**config.mk**
```make
export PLATFORM = sky130hd
export DESIGN_NAME = hazard_stall_unit_flat
export DESIGN_NICKNAME = d
export VERILOG_FILES = /design/src/rtl/pipe_pkg.sv /design/src/rtl/hazard_stall_unit_if.sv /design/src/rtl/instr_class_decode.sv /design/src/rtl/hazard_stall_unit.sv /design/src/flat_wrapper.sv
export SDC_FILE = /design/constraint.sdc
export NUM_CORES = 1
export LEC_CHECK = 0
export ABC_CLOCK_PERIOD_IN_PS = 3600
export BUFFER_PORTS_ARGS = -buffer_cell sky130_fd_sc_hd__buf_2
export CORE_AREA = 4 4 57 59
export CTS_BUF_LIST = sky130_fd_sc_hd__clkbuf_4
export DETAILED_ROUTE_END_ITERATION = 7
export DIE_AREA = 0 0 61 63
export PLACE_DENSITY = 0.77
export SLEW_MARGIN = 20
export SYNTH_ARGS = -nofsm -noshare
export SYNTH_HDL_FRONTEND = slang
export SYNTH_SLANG_ARGS = --single-unit
```
**constraint.sdc**
```tcl
create_clock -name clk -period 3.6 [get_ports clk]
set_input_delay 0.36 -clock clk [delete_from_list [all_inputs] [get_ports clk]]
set_output_delay 0.36 -clock clk [all_outputs]
set_load 0.005 [all_outputs]
```
**src/rtl/pipe_pkg.sv**
```systemverilog
// Shared definitions for the 5-stage pipeline control blocks (hazard/stall
// unit and forwarding unit): instruction field layout, opcode constants,
// the bubble instruction, the stall-controller action/state encoding and
// the decoded-instruction / shadow-scoreboard record types.
package pipe_pkg;

    localparam int INSTR_W = 19;

    // Instruction field slices: [18:14] op, [13:11] dst, [10:8] A, [7:5] B.
    // Bits [4:0] are not interpreted by the pipeline control.
    localparam int OP_MSB  = 18;
    localparam int OP_LSB  = 14;
    localparam int DST_MSB = 13;
    localparam int DST_LSB = 11;
    localparam int A_MSB   = 10;
    localparam int A_LSB   = 8;
    localparam int B_MSB   = 7;
    localparam int B_LSB   = 5;

    localparam logic [4:0] OP_LW = 5'b10000;
    localparam logic [4:0] OP_SW = 5'b10001;

    // Bubble: an ALU op writing r0, so it can never be a producer.
    localparam logic [INSTR_W-1:0] NOP_INSTR = '0;

    typedef enum logic [1:0] {
        RUN        = 2'd0,
        LOAD_STALL = 2'd1,
        MEM_WAIT   = 2'd2,
        FLUSH      = 2'd3
    } hz_state_e;

    typedef struct packed {
        logic       is_alu;
        logic       is_imm;
        logic       is_lw;
        logic       is_sw;
        logic [2:0] dst;
        logic [2:0] a;
        logic [2:0] b;
    } decoded_t;

    // One shadow-scoreboard slot: what an in-flight instruction means to the
    // stall logic. For SW the dst field is store data, but is_lw=0 keeps it
    // from ever being treated as a producer.
    typedef struct packed {
        logic [2:0] dst;
        logic       is_lw;
        logic       is_mem;
    } sb_entry_t;

    function automatic decoded_t decode_instr(input logic [INSTR_W-1:0] instr);
        decoded_t   d;
        logic [4:0] op;
        op       = instr[OP_MSB:OP_LSB];
        d.is_alu = ~op[4];
        d.is_imm = op[3];
        d.is_lw  = (op == OP_LW);
        d.is_sw  = (op == OP_SW);
        d.dst    = instr[DST_MSB:DST_LSB];
        d.a      = instr[A_MSB:A_LSB];
        d.b      = instr[B_MSB:B_LSB];
        return d;
    endfunction

    function automatic sb_entry_t to_entry(input decoded_t d);
        sb_entry_t e;
        e.dst    = d.dst;
        e.is_lw  = d.is_lw;
        e.is_mem = d.is_lw | d.is_sw;
        return e;
    endfunction

endpackage

```
**src/rtl/hazard_stall_unit_if.sv**
```systemverilog
// Handshake bundle between the pipeline datapath and the hazard/stall unit.
//   master : datapath side  - drives IF_ID instruction/valid, branch and
//            memory status; receives the stall/flush controls.
//   slave  : hazard unit    - the reverse.
// STALL_CNT_W must match the STALL_CNT_W of the connected hazard_stall_unit.
interface hazard_stall_unit_if #(
    parameter int STALL_CNT_W = 16
);
    import pipe_pkg::*;

    logic [INSTR_W-1:0]     IF_ID_instruction;
    logic                   IF_ID_valid;
    logic                   branch_taken_EX;
    logic                   mem_ready;
    logic                   pc_write;
    logic                   IF_ID_write;
    logic                   IF_ID_flush;
    logic                   ID_EX_bubble;
    logic                   pipe_freeze;
    logic [1:0]             state;
    logic [STALL_CNT_W-1:0] stall_count;

    modport master (
        output IF_ID_instruction, IF_ID_valid, branch_taken_EX, mem_ready,
        input  pc_write, IF_ID_write, IF_ID_flush, ID_EX_bubble, pipe_freeze,
               state, stall_count
    );

    modport slave (
        input  IF_ID_instruction, IF_ID_valid, branch_taken_EX, mem_ready,
        output pc_write, IF_ID_write, IF_ID_flush, ID_EX_bubble, pipe_freeze,
               state, stall_count
    );

endinterface

```
**src/rtl/instr_class_decode.sv**
```systemverilog
// Combinational instruction classifier.
//   i_instr : 19-bit instruction word
//   o_dec   : {is_alu, is_imm, is_lw, is_sw, dst, A, B}
module instr_class_decode
    import pipe_pkg::*;
(
    input  logic [INSTR_W-1:0] i_instr,
    output decoded_t           o_dec
);

    // Low bits carry nothing the control path cares about.
    logic w_unused_tail;
    assign w_unused_tail = ^i_instr[B_LSB-1:0];

    assign o_dec = decode_instr(i_instr);

endmodule

```
**src/rtl/hazard_stall_unit.sv**
```systemverilog
// Stall/flush controller for the 5-stage pipeline. Detects load-use,
// data-memory wait and taken-branch hazards using a private shadow copy of
// the ID_EX / EX_MEM destinations, and drives the PC/IF_ID enables, bubble
// insertion, flush and freeze.
//   clk, rst_n : pipeline clock, synchronous active-low reset
//   bus        : hazard_stall_unit_if.slave (IF_ID instruction + status in,
//                controls, registered action `state` and `stall_count` out)
module hazard_stall_unit
    import pipe_pkg::*;
#(
    parameter int                 STALL_CNT_W = 16,
    parameter logic [INSTR_W-1:0] NOP_INSTR   = pipe_pkg::NOP_INSTR
)(
    input  logic                clk,
    input  logic                rst_n,
    hazard_stall_unit_if.slave  bus
);

    localparam logic [STALL_CNT_W-1:0] CNT_ONE = STALL_CNT_W'(1);
    // Scoreboard image of the bubble actually loaded into ID_EX.
    localparam sb_entry_t NOP_ENTRY = to_entry(decode_instr(NOP_INSTR));

    sb_entry_t              r_sb_idex;
    sb_entry_t              r_sb_exmem;
    hz_state_e              r_state;
    logic [STALL_CNT_W-1:0] r_stall_count;

    decoded_t               w_dec;
    logic                   w_load_use;
    logic                   w_mem_wait;
    hz_state_e              w_action;
    logic                   w_pc_write;
    logic                   w_if_id_write;
    logic                   w_if_id_flush;
    logic                   w_id_ex_bubble;
    logic                   w_pipe_freeze;

    instr_class_decode u_decode (
        .i_instr (bus.IF_ID_instruction),
        .o_dec   (w_dec)
    );

    // Hazard detection and action selection. Memory wait outranks the branch
    // because a frozen EX stage keeps re-presenting the branch until it can
    // move; the branch in turn overrides a pending load-use stall. While
    // rst_n is low the pipeline must run freely regardless of stale state.
    always_comb begin
        w_mem_wait = r_sb_exmem.is_mem && !bus.mem_ready;
        // LW->SW store data (dst field) is covered by MEM forwarding, so only
        // the address (A) and, for register ALU ops, B can cause a stall.
        w_load_use = r_sb_idex.is_lw && (r_sb_idex.dst != 3'd0) && bus.IF_ID_valid &&
                     (((w_dec.is_alu || w_dec.is_lw || w_dec.is_sw) && (r_sb_idex.dst == w_dec.a)) ||
                      (w_dec.is_alu && !w_dec.is_imm && (r_sb_idex.dst == w_dec.b)));

        if (!rst_n)                    w_action = RUN;
        else if (w_mem_wait)           w_action = MEM_WAIT;
        else if (bus.branch_taken_EX)  w_action = FLUSH;
        else if (w_load_use)           w_action = LOAD_STALL;
        else                           w_action = RUN;
    end

    always_comb begin
        // NOTE: every output of this block is given a default before the case,
        // so no path leaves one unassigned and no latch is inferred.
        w_pc_write     = 1'b1;
        w_if_id_write  = 1'b1;
        w_if_id_flush  = 1'b0;
        w_id_ex_bubble = 1'b0;
        w_pipe_freeze  = 1'b0;
        unique case (w_action)
            RUN: ;
            LOAD_STALL: begin
                w_pc_write     = 1'b0;
                w_if_id_write  = 1'b0;
                w_id_ex_bubble = 1'b1;
            end
            MEM_WAIT: begin
                w_pc_write     = 1'b0;
                w_if_id_write  = 1'b0;
                w_pipe_freeze  = 1'b1;
            end
            FLUSH: begin
                // IF_ID still loads, but the flush selects NOP_INSTR.
                w_if_id_flush  = 1'b1;
                w_id_ex_bubble = 1'b1;
            end
        endcase
    end

    // NOTE: sequential state uses non-blocking assignments only, so every
    // register samples pre-edge values regardless of statement order.
    always_ff @(posedge clk) begin
        if (!rst_n) begin
            r_state       <= RUN;
            r_sb_idex     <= '0;
            r_sb_exmem    <= '0;
            r_stall_count <= '0;
        end else begin
            r_state <= w_action;
            if (!w_pc_write && (r_stall_count != '1))
                r_stall_count <= r_stall_count + CNT_ONE;
            // Freeze holds both slots; any other action advances the shadow
            // pipeline, with a bubble entering ID_EX unless IF_ID really moves.
            if (w_action != MEM_WAIT) begin
                r_sb_exmem <= r_sb_idex;
                r_sb_idex  <= ((w_action == RUN) && bus.IF_ID_valid) ? to_entry(w_dec) : NOP_ENTRY;
            end
        end
    end

    assign bus.pc_write     = w_pc_write;
    assign bus.IF_ID_write  = w_if_id_write;
    assign bus.IF_ID_flush  = w_if_id_flush;
    assign bus.ID_EX_bubble = w_id_ex_bubble;
    assign bus.pipe_freeze  = w_pipe_freeze;
    assign bus.state        = r_state;
    assign bus.stall_count  = r_stall_count;

endmodule

```
**src/flat_wrapper.sv**
```systemverilog
// flat-port wrapper written by rule: the top's interface ports become plain ports
module hazard_stall_unit_flat import pipe_pkg::*;
#(
    parameter int                 STALL_CNT_W = 16,
    parameter logic [INSTR_W-1:0] NOP_INSTR   = pipe_pkg::NOP_INSTR
)
  (clk, rst_n, bus_IF_ID_instruction, bus_IF_ID_valid, bus_branch_taken_EX, bus_mem_ready, bus_pc_write, bus_IF_ID_write, bus_IF_ID_flush, bus_ID_EX_bubble, bus_pipe_freeze, bus_state, bus_stall_count);
  hazard_stall_unit_if #(.STALL_CNT_W(STALL_CNT_W)) bus_i ();
  input  logic clk;
  input  logic rst_n;
  input wire logic [$bits(bus_i.IF_ID_instruction)-1:0] bus_IF_ID_instruction;
  input wire logic [$bits(bus_i.IF_ID_valid)-1:0] bus_IF_ID_valid;
  input wire logic [$bits(bus_i.branch_taken_EX)-1:0] bus_branch_taken_EX;
  input wire logic [$bits(bus_i.mem_ready)-1:0] bus_mem_ready;
  output wire logic [$bits(bus_i.pc_write)-1:0] bus_pc_write;
  output wire logic [$bits(bus_i.IF_ID_write)-1:0] bus_IF_ID_write;
  output wire logic [$bits(bus_i.IF_ID_flush)-1:0] bus_IF_ID_flush;
  output wire logic [$bits(bus_i.ID_EX_bubble)-1:0] bus_ID_EX_bubble;
  output wire logic [$bits(bus_i.pipe_freeze)-1:0] bus_pipe_freeze;
  output wire logic [$bits(bus_i.state)-1:0] bus_state;
  output wire logic [$bits(bus_i.stall_count)-1:0] bus_stall_count;
  assign bus_i.IF_ID_instruction = bus_IF_ID_instruction;
  assign bus_i.IF_ID_valid = bus_IF_ID_valid;
  assign bus_i.branch_taken_EX = bus_branch_taken_EX;
  assign bus_i.mem_ready = bus_mem_ready;
  assign bus_pc_write = bus_i.pc_write;
  assign bus_IF_ID_write = bus_i.IF_ID_write;
  assign bus_IF_ID_flush = bus_i.IF_ID_flush;
  assign bus_ID_EX_bubble = bus_i.ID_EX_bubble;
  assign bus_pipe_freeze = bus_i.pipe_freeze;
  assign bus_state = bus_i.state;
  assign bus_stall_count = bus_i.stall_count;
  hazard_stall_unit #(.STALL_CNT_W(STALL_CNT_W), .NOP_INSTR(NOP_INSTR)) u_core (.clk(clk), .rst_n(rst_n), .bus(bus_i));
endmodule
```
Yosys cells after proc, flatten, opt, wreduce, memory -nomap -nowiden
Cells that the tools add are included.
- register bits after elaboration: 24
- bits of input ports: 24
- output and inout bits: 23
- logic and storage cells: 45
- $add $sub $neg: 1
- eq/ne operators: 9
- multiplexer cells: 9
- bitwise logic cells: 2
- reduce and logical (&&, ||, !) cells: 18
- operators by type and width (operator ; count):
    adder 16 x 1 -> 16 bit, second input constant ; 1
    inequality test 16 bit, second input constant ; 1
    equality test 5 bit, second input constant ; 2
    logical AND 1 bit ; 9
    equality test 3 bit ; 2
    2-to-1 mux 2 bit ; 3
    2-to-1 mux 1 bit ; 5
    2-to-1 mux 5 bit ; 1
    equality test 2 bit, second input constant ; 2
    OR reduction 2 bit ; 2
    logical OR 1 bit ; 3
    nonzero test 3 bit ; 1
    equality test 2 x 1 -> 1 bit, second input constant ; 1
    zero test 1 bit ; 2
    zero test 2 bit ; 1
    inequality test 2 bit, second input constant ; 1
    NOT 1 bit ; 1
    bitwise OR 1 bit ; 1

Logic depth before layout (Yosys ltp)
- depth after elaboration: 13
- gate-level depth with buffers: 10
- depth with buffers taken out: 9

By module
Synthesis repeated with hierarchy kept, for this count alone.
- cells, all modules: 161
- area, all modules: 1391.3 µm²
- modules (own cells, without submodules) (module ; times used ; cells each ; area each (µm²) ; seq. area each (µm²)):
    hazard_stall_unit ; 1 ; 147 ; 1285.0 ; 480.5
    instr_class_decode ; 1 ; 14 ; 106.4 ; 0.0

Least setup slack after synthesis
No wires, ideal clock.
- path type: input to register
- start: in bus_IF_ID_instruction[15]
- end: reg u_core.r_stall_count[15], in the netlist u_core.bus.stall_count[15]
- setup time: 71 ps
- data arrival time: 2912 ps
- required time: 3529 ps
- path slack: 618 ps
- stages on the path: 9
- buffers on the path: 1
- cell sequence: or3_1 > a221oi_1 > o211ai_1 > ha_1 > nand2_1 > or4b_1 > buf_2 > or4_1 > a21oi_1
- cells in the longest elaborated chain, start to end: 13
- elaborated cells on any way between the ends: 15
- those cells by class: 4 x eq/ne; 4 x mux; 7 x reduce/logical
- ends and longest elaborated chain (item ; RTL line ; RTL):
    from (decl) ; flat_wrapper.sv:11 ; input wire logic [$bits(bus_i.IF_ID_instruction)-1:0] bus_IF_ID_instruction;
    equality test 5 bit ; pipe_pkg.sv:58 ; d.is_lw = (op == OP_LW);
    logical OR 1 bit ; hazard_stall_unit.sv:52 ; (((w_dec.is_alu || w_dec.is_lw || w_dec.is_sw) && (r_sb_idex.dst == w_dec.a)) ||
    logical OR 1 bit * ; hazard_stall_unit.sv:52 ;
    logical AND 1 bit * ; hazard_stall_unit.sv:52 ;
    logical OR 1 bit * ; hazard_stall_unit.sv:52 ;
    logical AND 1 bit * ; hazard_stall_unit.sv:51 ; w_load_use = r_sb_idex.is_lw && (r_sb_idex.dst != 3'd0) && bus.IF_ID_valid &&
    2-to-1 mux 1 bit * ; hazard_stall_unit.sv:58 ; else if (w_load_use) w_action = LOAD_STALL;
    2-to-1 mux 2 bit * ; hazard_stall_unit.sv:57 ; else if (bus.branch_taken_EX) w_action = FLUSH;
    2-to-1 mux 2 bit * ; hazard_stall_unit.sv:56 ; else if (w_mem_wait) w_action = MEM_WAIT;
    2-to-1 mux 2 bit * ; hazard_stall_unit.sv:55 ; if (!rst_n) w_action = RUN;
    equality test 2 x 1 -> 1 bit or equality test 2 bit (tied branches) ; hazard_stall_unit.sv:70 ; unique case (w_action)
    OR reduction 2 bit (no source line) * ; -- ;
    logical AND 1 bit * ; hazard_stall_unit.sv:100 ; if (!w_pc_write && (r_stall_count != '1))
    to (signal assigned) ; hazard_stall_unit.sv:101 ; r_stall_count <= r_stall_count + CNT_ONE;
    to (decl) ; hazard_stall_unit.sv:26 ; logic [STALL_CNT_W-1:0] r_stall_count;
Mark *: on every way between the ends. The rest lies on a longest branch, timed or not.
A chain may end at the register's enable or synchronous reset.

Final worst setup path
- start: reg u_core.r_sb_idex[2] (netlist name)
- end: reg u_core.r_stall_count[15], in the netlist u_core.bus.stall_count[15]
- cells in the longest elaborated chain, start to end: 11
- elaborated cells on any way between the ends: 17
- those cells by class: 4 x eq/ne; 4 x mux; 9 x reduce/logical
- ends and longest elaborated chain (item ; RTL line ; RTL):
    from (decl) ; hazard_stall_unit.sv:23 ; sb_entry_t r_sb_idex;
    from (signal assigned) ; hazard_stall_unit.sv:106 ; r_sb_idex <= ((w_action == RUN) && bus.IF_ID_valid) ? to_entry(w_dec) : NOP_ENTRY;
    equality test 3 bit, or another cell as far along ; hazard_stall_unit.sv:52 ;
    logical AND 1 bit, on equally long branches ; hazard_stall_unit.sv:52, hazard_stall_unit.sv:51, hazard_stall_unit.sv:53 ;
    logical OR 1 bit or logical AND 1 bit (tied branches) ; hazard_stall_unit.sv:52, hazard_stall_unit.sv:51 ;
    logical AND 1 bit * ; hazard_stall_unit.sv:51 ;
    2-to-1 mux 1 bit * ; hazard_stall_unit.sv:58 ;
    2-to-1 mux 2 bit * ; hazard_stall_unit.sv:57 ;
    2-to-1 mux 2 bit * ; hazard_stall_unit.sv:56 ;
    2-to-1 mux 2 bit * ; hazard_stall_unit.sv:55 ;
    equality test 2 x 1 -> 1 bit or equality test 2 bit (tied branches) ; hazard_stall_unit.sv:70 ;
    OR reduction 2 bit (no source line) * ; -- ;
    logical AND 1 bit * ; hazard_stall_unit.sv:100 ;
Marks and branches as above.

==> metrics.csv <==
stage;metric;value;unit
logic_synthesis;ys_ff_latch;24;
power_and_ir_drop;peakVddDrop;0.187;mV
power_and_ir_drop;pwr-share-clk;0.259;
logic_synthesis;syn_nets;185;
setup_path;cp_slowest_stage_delay;620;ps
sta;fmax;303;MHz
logic_synthesis;synth_cells;157;
cts;cts_resized;0;
setup_path;startpoint_type;flip-flop;
sta;setup_tns;0;ps
routing;dr.pass1.iters;4;
logic_synthesis;synth_edf_count;0;
cts;holdBufCountCts;0;
setup_path;end_kind;flip-flop;
floorplanning;ioPinCount;47;
setup_path;critPathKind;flip-flop to flip-flop;
cts;clk_latency;310;ps
sta;slew_violations;0;
final_layout;area_growth;18.3;%
grt;grt.busiest_layer;met2;
sta;final_hold_viol_count;0;
final_layout;drive_gt1_frac;0.241;
logic_synthesis;ys_warn_count;0;
routing;vias;1321;
grt;antenna_found_initial;0;
grt;grt_pass1_vias;1268;
cts;post-cts-setup-buffers;0;
logic_synthesis;synthArstFlopShare;0;
sta;period_minus_slack;3300;ps
power_and_ir_drop;p_comb_frac;0.127;
floorplanning;start_util;0.482;
cts;cts_root_buffer;clkbuf_4;
run;max-cap-violations;0;
sta;timing.hold.ws;292;ps
place;gp_congestion;0.802;
setup_path;r2r_slack;300;ps
routing;drtAntennaViolNets;0;
floorplanning;die_w;61;µm
final_layout;mostFrequentLayoutCells;41 x buf_2, 24 x dfxtp_1, 14 x nand3_1, 14 x nand2_1, 12 x nor2_1;
grt;grt_max_degree;23;
routing;drc_errors;0;
cts;cts_made_buffers;3;
cts;clk_pin_slew_worst_paths;120;ps
grt;use_met2;0.303;
logic_synthesis;yosysSeqAreaShare;0.367;
cts;clock_sinks;24;
place;hpwl;2.46;mm
grt;met1_usage;0.211;
run_status;status;completed;
power_and_ir_drop;swShare;0.252;
setup_path;crit_required;3850;ps
sta;relSlewSlack;0.498;
logic_synthesis;synthDistinctLibCells;37;
floorplanning;die_area;0.00384;mm²
final_layout;fillCellCount;259;
cts;clockBufferDepth;2;
grt;grtUsageTotal;0.178;
routing;via_per_inst;5.85;
setup_path;cp_max_fo;8;
logic_synthesis;synth.area.top_cells;dfxtp_1 37%, mux2i_1 6.1%, nand3_1 5.4%;
sta;rsz0062_at_grt;no;
routing;drt_wl_total;3.19;mm
logic_synthesis;synth_area;0.00131;mm²
final_layout;final_common_cell;buf_2;
power_and_ir_drop;power_density;291;mW/mm²
worst_hold_path;hp-class;input port to flip-flop;
setup_path;slowest_stage;or4b_1;
cts;tritoncts;yes;
power_and_ir_drop;p_leak;0.652;nW
final_layout;n_antenna_cell;0;
routing;drt_iter0_markers;61;
sta;timing.final.crit_share;0.915;
power_and_ir_drop;switching_power;0.000114;W
setup_path;worst_ep_arrival_time;3550;ps
logic_synthesis;syn-mean-instance-area;8.33;µm²
place;io_buffers;41;
logic_synthesis;synth_top_area_frac;0.367;
sta;setup_viol;0;
grt;grt_util_met3;0.0331;
grt;grt_pass1_wl;5.37;mm
cts;cts_max_level;1;
power_and_ir_drop;p_int;0.000337;W
floorplanning;row_count;19;
sta;tightestPinTransition;746;ps
power_and_ir_drop;p_seq_frac;0.614;
sta;finalClockSkew;2.59;ps
floorplanning;core-area;0.00271;mm²
final_layout;finalNetCount;225;
logic_synthesis;synth_ff_type;dfxtp_1;
floorplanning;die_height;63;µm
logic_synthesis;yosysTopAreaCell;dfxtp_1;
grt;grt-ovfl-total;0;
routing;wl_per_cell;14.1;µm
setup_path;path_cells;xnor2_1, nand4_1, a221oi_1, o211ai_1, ha_1, nand2_1, or4b_1, or4_1, a21oi_1;
## synthesized netlist by cell type, types with 2 or more instances
cell type / number
and3_1: 2
nand2b_1: 7
nand3_1: 14
nor3_1: 4
dfxtp_1: 24
a21oi_1: 10
inv_1: 4
nand4_1: 4
ha_1: 4
o21ai_0: 5
xnor2_1: 6
mux2i_1: 8
nor4_1: 2
clkbuf_1: 4
nand2_1: 14
nor4b_1: 2
o211a_1: 3
nor2_1: 12
or3_1: 6
o31ai_1: 3
or4_1: 3
## worst paths after layout
path	start	end	depth (start not counted)
setup / recovery	u_core.r_sb_idex[2]	u_core.bus.stall_count[15]	9
hold reg to reg	u_core.r_sb_idex[1]	u_core.r_sb_idex[1]	2
hold / removal	bus_IF_ID_instruction[14]	u_core.r_sb_idex[1]	3
setup reg to reg	u_core.r_sb_idex[2]	u_core.bus.stall_count[15]	9
## cells by family after synthesis
logic type	count (synthesis)	share of synthesized area
buffers and inverters	10	0.0325
DFF	24	0.367
and+or+nand+nor	77	0.319
xor gates and xnor gates	6	0.0402
AOI/OAI and AO/OA	28	0.142
adders and majority gates	4	0.0383
muxes	8	0.0612
## routing by layer
layer  share of wire  up-vias
met3           0.054        7
met1            0.41      623
met2            0.51       38
met5               0        -
li1                -      653
met4           0.020        0
## flip-flops by register name, indices dropped and copies added, names as in the netlist
signal / count
u_core.bus.state: 2
u_core.r_sb_exmem: 1
u_core.bus.stall_count: 16
u_core.r_sb_idex: 5
## stage by stage
stage / cell area, µm² / total power [W] / utilization / setup slack [ps] / std cells
6_report: 1550 / 0.000450 / 0.571 / 305 / 226
5_1_grt: 1550 / 0.000479 / 0.571 / 77.9 / 226
4_1_cts: 1550 / 0.000456 / 0.571 / 308 / 226
3_5_place_dp: 1520 / 0.000339 / 0.562 / 162 / 223
3_3_place_gp: 1520 / 0.000337 / 0.562 / 266 / 223
2_1_floorplan: 1310 / 0.000316 / - / 618 / 157
## power by group through the flow
stage	sequential (W)	clock [W]	combinational, W
floorplan	0.000282	0	0.0000341
global placement	0.000282	0	0.0000550
detailed placement	0.000282	0	0.0000572
CTS	0.000276	0.000122	0.0000576
global route	0.000278	0.000137	0.0000643
finish	0.000277	0.000117	0.0000571
## critical path, delay by kind of cell (launching register included)
kind	cells	cell delay (ps)
XOR/XNOR	1	150
AO/OA/AOI/OAI	3	860
AND/OR/NAND/NOR	4	1370
flip-flops	1	440
adder cells (fa/ha/maj)	1	420
## cell type report
class                           count  area, µm²  share of cell area
Multi-Input combinational cell    123        785               0.507
Sequential cell                    24        480               0.311
Timing Repair Buffer               41        205               0.133
Tap cell                           31       38.8              0.0251
Clock buffer                        3       22.5              0.0146
Inverter                            4       15.0             0.00971
No activity file was read; power rests on OpenSTA's default activity.
